==> src/rtl/mem_acc_pkg.sv <==
// Shared opcode encodings, FSM state type and lane helpers for the load/store unit.
package mem_acc_pkg;

    localparam int unsigned XLEN = 32;

    // Opcode categories (opcode[5:2]) handled by the MEM stage
    localparam logic [3:0] INSTR_OPCAT_LD = 4'b1000;
    localparam logic [3:0] INSTR_OPCAT_ST = 4'b1001;

    // Access size codes (opcode[1:0]); stores treat SIZE_B and SIZE_BU alike
    localparam logic [1:0] SIZE_W  = 2'b00;
    localparam logic [1:0] SIZE_H  = 2'b01;
    localparam logic [1:0] SIZE_B  = 2'b10;
    localparam logic [1:0] SIZE_BU = 2'b11;

    typedef enum logic [1:0] {
        ST_IDLE = 2'd0,
        ST_REQ  = 2'd1,
        ST_DONE = 2'd2
    } state_t;

    // Byte enables for an access of the given size at byte lane
    function automatic logic [3:0] calc_be(input logic [1:0] size, input logic [1:0] lane);
        case (size)
            SIZE_W:  return 4'b1111;
            SIZE_H:  return lane[1] ? 4'b1100 : 4'b0011;
            default: return 4'b0001 << lane;
        endcase
    endfunction

    // Store data replicated across every lane the access could target
    function automatic logic [XLEN-1:0] repl_wdata(input logic [1:0] size, input logic [XLEN-1:0] wdata);
        case (size)
            SIZE_W:  return wdata;
            SIZE_H:  return {2{wdata[15:0]}};
            default: return {4{wdata[7:0]}};
        endcase
    endfunction

    // Words must sit on a 4-byte boundary, halves on a 2-byte boundary
    function automatic logic is_misaligned(input logic [1:0] size, input logic [1:0] lane);
        return ((size == SIZE_W) && (lane != 2'b00)) || ((size == SIZE_H) && lane[0]);
    endfunction

endpackage

==> src/rtl/mem_acc_ld_align.sv <==
// Load aligner: selects the addressed lane of the read word and extends it.
module mem_acc_ld_align
    import mem_acc_pkg::*;
(
    input  logic [XLEN-1:0] i_rdata,
    input  logic [1:0]      i_lane,
    input  logic [1:0]      i_size,
    output logic [XLEN-1:0] o_data
);

    logic [7:0]  w_byte;
    logic [15:0] w_half;

    // Lane select then sign/zero extension by size code
    always_comb begin
        w_byte = 8'h00;
        w_half = i_lane[1] ? i_rdata[31:16] : i_rdata[15:0];
        case (i_lane)
            2'd0:    w_byte = i_rdata[7:0];
            2'd1:    w_byte = i_rdata[15:8];
            2'd2:    w_byte = i_rdata[23:16];
            default: w_byte = i_rdata[31:24];
        endcase
        case (i_size)
            SIZE_W:  o_data = i_rdata;
            SIZE_H:  o_data = {{16{w_half[15]}}, w_half};
            SIZE_B:  o_data = {{24{w_byte[7]}}, w_byte};
            default: o_data = {24'h000000, w_byte};
        endcase
    end

endmodule

==> src/rtl/mem_acc.sv <==
// Data-memory access stage: req/ack bus transaction, byte lanes, load alignment.
module mem_acc
    import mem_acc_pkg::*;
#(
    parameter int unsigned TIMEOUT_CYC = 64
) (
    input  logic            clk,
    input  logic            rst,
    input  logic            start_i,
    input  logic [5:0]      opcode_i,
    input  logic [XLEN-1:0] addr_i,
    input  logic [XLEN-1:0] wdata_i,
    output logic [XLEN-1:0] mem_o,
    output logic            mem_valid_o,
    output logic            busy_o,
    output logic            err_o,
    output logic            dm_req_o,
    output logic            dm_we_o,
    output logic [XLEN-1:0] dm_addr_o,
    output logic [3:0]      dm_be_o,
    output logic [XLEN-1:0] dm_wdata_o,
    input  logic            dm_ack_i,
    input  logic [XLEN-1:0] dm_rdata_i
);

    localparam int unsigned     CNT_W    = $clog2(TIMEOUT_CYC + 1);
    localparam logic [CNT_W-1:0] CNT_LAST = CNT_W'(TIMEOUT_CYC - 1);

    state_t            r_state;
    logic [CNT_W-1:0]  r_cnt;
    logic [1:0]        r_size;
    logic [1:0]        r_lane;
    logic [XLEN-1:0]   r_mem;
    logic              r_valid;
    logic              r_err;
    logic              r_req;
    logic              r_we;
    logic [XLEN-1:0]   r_addr;
    logic [3:0]        r_be;
    logic [XLEN-1:0]   r_wdata;

    logic [3:0]        w_opcat;
    logic [1:0]        w_size;
    logic [1:0]        w_lane;
    logic              w_is_st;
    logic              w_ldst;
    logic              w_mis;
    logic              w_can_start;
    logic              w_accept;
    logic              w_mis_start;
    logic [XLEN-1:0]   w_align;

    // Decode of the instruction presented this cycle
    assign w_opcat     = opcode_i[5:2];
    assign w_size      = opcode_i[1:0];
    assign w_lane      = addr_i[1:0];
    assign w_is_st     = (w_opcat == INSTR_OPCAT_ST);
    assign w_ldst      = w_is_st || (w_opcat == INSTR_OPCAT_LD);
    assign w_mis       = is_misaligned(w_size, w_lane);
    assign w_can_start = (r_state != ST_REQ);
    assign w_accept    = start_i && w_ldst && !w_mis && w_can_start;
    assign w_mis_start = start_i && w_ldst && w_mis && w_can_start;

    // Stall while a transaction is in flight or about to launch
    assign busy_o = (r_state == ST_REQ) || w_accept;

    assign mem_o       = r_mem;
    assign mem_valid_o = r_valid;
    assign err_o       = r_err;
    assign dm_req_o    = r_req;
    assign dm_we_o     = r_we;
    assign dm_addr_o   = r_addr;
    assign dm_be_o     = r_be;
    assign dm_wdata_o  = r_wdata;

    mem_acc_ld_align u_ld_align (
        .i_rdata (dm_rdata_i),
        .i_lane  (r_lane),
        .i_size  (r_size),
        .o_data  (w_align)
    );

    // Transaction FSM with timeout counter and registered bus/result outputs
    always_ff @(posedge clk) begin
        if (rst) begin
            r_state <= ST_IDLE;
            r_cnt   <= '0;
            r_size  <= 2'b00;
            r_lane  <= 2'b00;
            r_mem   <= '0;
            r_valid <= 1'b0;
            r_err   <= 1'b0;
            r_req   <= 1'b0;
            r_we    <= 1'b0;
            r_addr  <= '0;
            r_be    <= 4'b0000;
            r_wdata <= '0;
        end else begin
            r_valid <= 1'b0;
            r_err   <= 1'b0;
            case (r_state)
                ST_IDLE, ST_DONE: begin
                    if (w_accept) begin
                        r_state <= ST_REQ;
                        r_req   <= 1'b1;
                        r_we    <= w_is_st;
                        r_addr  <= {addr_i[31:2], 2'b00};
                        r_be    <= calc_be(w_size, w_lane);
                        r_wdata <= repl_wdata(w_size, wdata_i);
                        r_size  <= w_size;
                        r_lane  <= w_lane;
                        r_cnt   <= '0;
                    end else begin
                        r_state <= ST_IDLE;
                        r_err   <= w_mis_start;
                    end
                end
                ST_REQ: begin
                    // An ack on the last allowed cycle beats the timeout
                    if (dm_ack_i) begin
                        r_req   <= 1'b0;
                        r_valid <= 1'b1;
                        r_state <= ST_DONE;
                        if (!r_we) begin
                            r_mem <= w_align;
                        end
                    end else if (r_cnt == CNT_LAST) begin
                        r_req   <= 1'b0;
                        r_err   <= 1'b1;
                        r_state <= ST_IDLE;
                    end else begin
                        r_cnt <= r_cnt + CNT_W'(1);
                    end
                end
                default: r_state <= ST_IDLE;
            endcase
        end
    end

endmodule

==> config.mk <==
export PLATFORM = sky130hd
export DESIGN_NAME = mem_acc
export DESIGN_NICKNAME = d
export VERILOG_FILES = /design/src/rtl/mem_acc_pkg.sv /design/src/rtl/mem_acc_ld_align.sv /design/src/rtl/mem_acc.sv
export SDC_FILE = /design/constraint.sdc
export NUM_CORES = 1
export LEC_CHECK = 0
export ABC_AREA = 1
export ABC_CLOCK_PERIOD_IN_PS = 3800
export CAP_MARGIN = 15
export CORE_MARGIN = 4
export CORE_UTILIZATION = 47
export DETAILED_ROUTE_END_ITERATION = 16
export MAX_ROUTING_LAYER = met4
export PLACE_DENSITY = 0.83
export SYNTH_ARGS = -nofsm -noshare
export SYNTH_HDL_FRONTEND = slang
export SYNTH_SLANG_ARGS = --single-unit
==> constraint.sdc <==
create_clock -name clk -period 3.8 [get_ports clk]
set_input_delay 0.95 -clock clk [delete_from_list [all_inputs] [get_ports clk]]
set_output_delay 0.95 -clock clk [all_outputs]
set_load 0.005 [all_outputs]
==> impl_metrics.tcl, run 1 <==
set metrics [dict create \
    synth_warnings 0 \
    path_cells "clkdlybuf4s50_1, inv_2, nand2_1, nand2_1, nand2_1, clkdlybuf4s50_1" \
    crit_fanout 12 \
    power_density_nw_per_um2 392.9 \
    cp_slowest_stage_delay_ns 0.52 \
    grt.overflow.total 0 \
    nFillCells 895 \
    p_leak_nw 3.532 \
    grt_usage_pct 26.72 \
    cts_buffer_depth 2 \
    postCtsHoldBufs 0 \
    grt_setup_unrepaired "false" \
    drtIter0Drc 448 \
    postRouteAntennaNets 0 \
    first_pass_iters 5 \
    place_ws_ns 0.4080 \
    final_nets 1087 \
    post-cts-setup-buffers 0 \
    cp.arrival_ns 2.43 \
    path_delay_family "buffers and inverters" \
    cap_violations 0 \
    cts_max_level 4 \
    root_buffer "clkbuf_16" \
    finalHoldViolCount 0 \
    avgSynthCellArea_um2 6.688 \
    setup_ws_ns 0.4236 \
    die_w_um 114.2 \
    diodes 0 \
    slew_headroom_pct 58.88 \
    hp-class "reg2reg" \
    antenna_found_initial 0 \
    worstSetupPathType "in2out" \
    wl_met1_mm 6.931 \
    io_pins 211 \
    syn_inst 793 \
    cp.required_ns 2.85 \
    synth_area_um2 5304 \
    clk_latency_ns 0.40 \
    tightestPinTransition_ns 0.6159 \
    status "completed" \
    grt_max_degree 68 \
    drt-vias-per-instance 5.118 \
    max_freq_mhz 296.2 \
    post_cts_resized 0 \
    top_layer_used "met4" \
    end_kind "primary output" \
    ys_seq_area_share_pct 43.41 \
    cts_made_buffers 17 \
    start_util_pct 48.50 \
    synth_seq_cells 115 \
    met3_length_mm 1.473 \
    place.gp.congestion 0.9589 \
    dieArea_um2 13050 \
    tns_ns 0 \
    synth.distinct_cells 29 \
    routed_wl_mm 17.13 \
    slew_violations 0 \
    dp_hpwl_mm 11.91 \
    fin_crit_ns 3.376 \
    grt_pass1_vias 5464 \
    crit_path_frequent_cell "nand2_1" \
    drive_gt1_share_pct 5.449 \
    final.setup_skew_ns 0.007167 \
    cp_slowest_cell "clkdlybuf4s50_1" \
    final_common_cell "nand2_1" \
    die_h_um 114.2 \
    syn_to_final_growth_pct 50.51 \
    grt_pass1_wl_mm 27.03 \
    start_kind "input pin" \
    coreArea_um2 10940 \
    cts_sinks 115 \
    drcViolationCount 0 \
    row_count 38 \
    ir_drop_v 0.0005158 \
    wl_per_cell_um 15.15 \
    cp_num_buf_inv 3 \
    cts_tree "done" \
    setup_viol 0 \
    mostFrequentLayoutCells "nand2_1, clkdlybuf4s50_1, dfxtp_1, nand3_1, a21oi_1" \
    vias 5788 \
    wl_met2_mm 8.373 \
    port_buffers 208 \
    finalCritPeriodShare_pct 88.85 \
    path_clk_slew_ns 0.05 \
]
[per-stage QoR]
step	hold WS, ns	util (%)	instance area [µm²]	std cells	total power, mW
2_1_floorplan	0.4405	-	5308	794	1.383
3_3_place_gp	0.4390	67.60	7392	1101	1.564
3_5_place_dp	0.4419	67.60	7392	1101	1.566
4_1_cts	0.4511	73.00	7983	1131	3.159
5_1_grt	0.4764	73.00	7983	1131	3.241
6_report	0.4499	73.00	7983	1131	3.136
[synthesized netlist by cell type]
cell type,n,area [µm²]
nand2_1,343,1287
dfxtp_1,115,2302
nand3_1,111,555.5
a21oi_1,55,275.3
inv_1,37,138.9
o21ai_0,33,165.2
clkbuf_1,19,71.32
buf_2,18,90.09
nor2_1,17,63.81
buf_4,7,52.55
inv_2,6,22.52
buf_6,5,56.30
nand2_2,3,18.77
nand3_2,3,30.03
nor2_4,3,33.78
nor3_1,3,15.01
nand4_1,2,12.51
xor2_1,2,17.52
a31oi_1,1,6.260
clkinv_1,1,3.750
conb_1,1,3.750
ha_1,1,12.51
nand3_4,1,17.52
nor3_4,1,16.27
nor3b_1,1,7.510
o211ai_1,1,7.510
o21ai_1,1,5.000
o22a_1,1,8.760
o22ai_1,1,6.260
[power breakdown]
group | total (mW) | switching, mW | internal, mW | leakage (nW)
clock | 1.59 | 0.539 | 1.05 | 0.288
sequential | 1.23 | 0.00976 | 1.22 | 0.928
combinational | 0.310 | 0.145 | 0.166 | 2.32
total | 3.14 | 0.693 | 2.44 | 3.53
[cell families after synthesis]
family / Yosys count / synth area share [%]
xor gates and xnor gates: 2 / 0.3303
other: 1 / 0.07070
buffers and inverters: 93 / 8.209
adders and majority gates: 1 / 0.2359
AOI/OAI and AO/OA: 93 / 8.941
DFF: 115 / 43.41
and+or+nand+nor: 488 / 38.81
[final timing paths]
path,start,to,slack (ns),depth (start not counted)
max,opcode_i[1],busy_o,0.42,6
min,dm_req_o,dm_req_o,0.45,2
min reg2reg,dm_req_o,dm_req_o,0.45,2
max reg2reg,r_size[1],mem_o[0],1.72,6
[final cells by class]
cell class / count / area (µm²) / area share, %
clock inverter: 10 / 133.9 / 1.677
multi-input combinational: 586 / 2570 / 32.19
sequential: 115 / 2302 / 28.84
clock buffer: 20 / 456.7 / 5.721
tap: 140 / 175.2 / 2.194
timing repair buffer: 216 / 2180 / 27.30
inverter: 44 / 165.2 / 2.069
[registers in the layout (all words and copies together) (netlist names), 2 cells and up]
signal and count:
dm_addr_o 30, mem_o 32, r_lane 2, dm_be_o 4, r_size 2, r_cnt 7, dm_wdata_o 32, r_state 2
[worst register-to-register path, delay by kind of cell (launching register included)]
| kind | cells | cell delay [ns] |
|---|---|---|
| buffers and inverters | 1 | 0.28 |
| and+or+nand+nor | 2 | 0.58 |
| DFF | 1 | 0.37 |
| AOI/OAI and AO/OA | 3 | 0.72 |
[per-layer routing]
metal	global-route usage (%)	vias to the layer above
met5	-	-
met4	7.918	0
met3	8.298	28
met2	44.03	243
met1	31.42	2606
li1	-	2911
Note: power is estimated with default switching activity, not from simulation.
==> inputs of run 2 (changes only) <==
PLACE_DENSITY = 0.93   (was 0.83)
==> impl_metrics.tcl, run 2 (synthesis results as in run 1) <==
set metrics [dict create \
    final_common_cell "nand2_1" \
    drtIter0Drc 389 \
    setup_viol 0 \
    crit_start "addr_i[1]" \
    port_buffers 208 \
    final.setup_skew_ns 0.008409 \
    crit_end "busy_o" \
    drive_gt1_share_pct 5.734 \
    grt_usage_pct 28.48 \
    post-cts-setup-buffers 0 \
    root_buffer "clkbuf_16" \
    grt_pass1_vias 5832 \
    syn_to_final_growth_pct 51.33 \
    first_pass_iters 5 \
    placed_cells_incl_taps 1104 \
    postRouteAntennaNets 0 \
    cts_sinks 115 \
    vias 5941 \
    finalCoreUtilization_pct 73.40 \
    rr_startpoint "r_size[1]" \
    dp_hpwl_mm 12.72 \
    mostFrequentLayoutCells "nand2_1, clkdlybuf4s50_1, dfxtp_1, nand3_1, a21oi_1" \
    end_kind "primary output" \
    nFillCells 835 \
    wl_per_cell_um 15.97 \
    worstSetupPathType "in2out" \
    antenna_found_initial 0 \
    coreArea_um2 10940 \
    die_h_um 114.2 \
    drcViolationCount 0 \
    cap_violations 0 \
    cts_tree "done" \
    final_nets 1090 \
    cts_max_level 4 \
    clk_latency_ns 0.41 \
    slew_headroom_pct 53.86 \
    tns_ns 0 \
    power_density_nw_per_um2 402.4 \
    cp.arrival_ns 2.46 \
    finalHoldViolCount 0 \
    hp-class "reg2reg" \
    cts_made_buffers 17 \
    grt_pass1_wl_mm 28.41 \
    place.gp.congestion 0.9398 \
    fin_crit_ns 3.411 \
    io_pins 211 \
    ff2ff_setup_slack_ns 1.66 \
    row_count 38 \
    path_clk_slew_ns 0.05 \
    routed_wl_mm 18.11 \
    die_w_um 114.2 \
    status "completed" \
    ir_drop_v 0.0003609 \
    p_leak_nw 3.554 \
    grt_max_degree 69 \
    tightestPinTransition_ns 0.6912 \
    finalCritPeriodShare_pct 89.75 \
    power.total_mw 3.230 \
    grt_setup_unrepaired "false" \
    reg2reg_to "mem_o[6]" \
    post_cts_resized 0 \
    final-instance-count-excl-fill 1134 \
    postCtsHoldBufs 0 \
    start_kind "input pin" \
    diodes 0 \
    slew_violations 0 \
    dieArea_um2 13050 \
    hold_ws_ns 0.4450 \
    grt.overflow.total 0 \
    rr_worst_depth 6 \
    crit_fanout 5 \
    cp.required_ns 2.85 \
    cts_buffer_depth 2 \
    max_freq_mhz 293.2 \
    start_util_pct 48.50 \
    drt-vias-per-instance 5.239 \
]
-- run 2: metrics by stage --
stage                     instance area (µm²)  setup slack (ns)
after global routing                     8026            0.2222
after detailed placement                 7402            0.3573
after CTS                                8026            0.3828
after floorplan                          5308             1.483
final                                    8026            0.3894
after global placement                   7402            0.4161
-- run 2: power by group --
group / internal (mW) / switching [mW]
Combinational: 0.166 / 0.147
Sequential: 1.22 / 0.0103
Clock: 1.14 / 0.542
Total: 2.53 / 0.700
-- run 2: critical path: stages --
cell             delay, ns
clkdlybuf4s50_1       0.53
inv_1                 0.09
o21ai_1               0.14
nand2_1               0.16
nand2_1               0.10
nand2_1               0.04
clkdlybuf4s50_1       0.44
-- run 2: how the worst min path moves through the flow --
stage / from / end / slack (ns) / cells past startpoint
after floorplan: dm_req_o / dm_req_o / 0.44 / 2
after global placement: dm_req_o / dm_req_o / 0.44 / 2
after detailed placement: dm_req_o / dm_req_o / 0.44 / 2
after CTS: dm_req_o / dm_req_o / 0.45 / 2
after global routing: mem_o[20] / mem_o[20] / 0.48 / 2
final: dm_req_o / dm_req_o / 0.44 / 2
-- run 2: metal layers --
metal  part of all wire (%)  up-vias  GRT usage (%)
met5                      0        -              -
met4                    4.3        0          14.25
met3                    7.9       52          7.717
met2                     50      257          47.35
met1                     38     2707          31.40
li1                       -     2925              -
-- run 2: layout make-up --
cell class,instances,area (µm²),share of cell area (%)
clock buffers,21,470.5,5.861
inverters,44,165.2,2.058
repair buffers,219,2190,27.28
clock inverters,9,153.9,1.917
multi-input cells,586,2570,32.02
well taps,140,175.2,2.182
flip-flops and latches,115,2302,28.68
==> inputs of run 3 (changes only) <==
SETUP_SLACK_MARGIN = 0.05   (was unset)
==> results of run 3 <==
The final DEF is identical to that of run 2; final timing and power are the same.
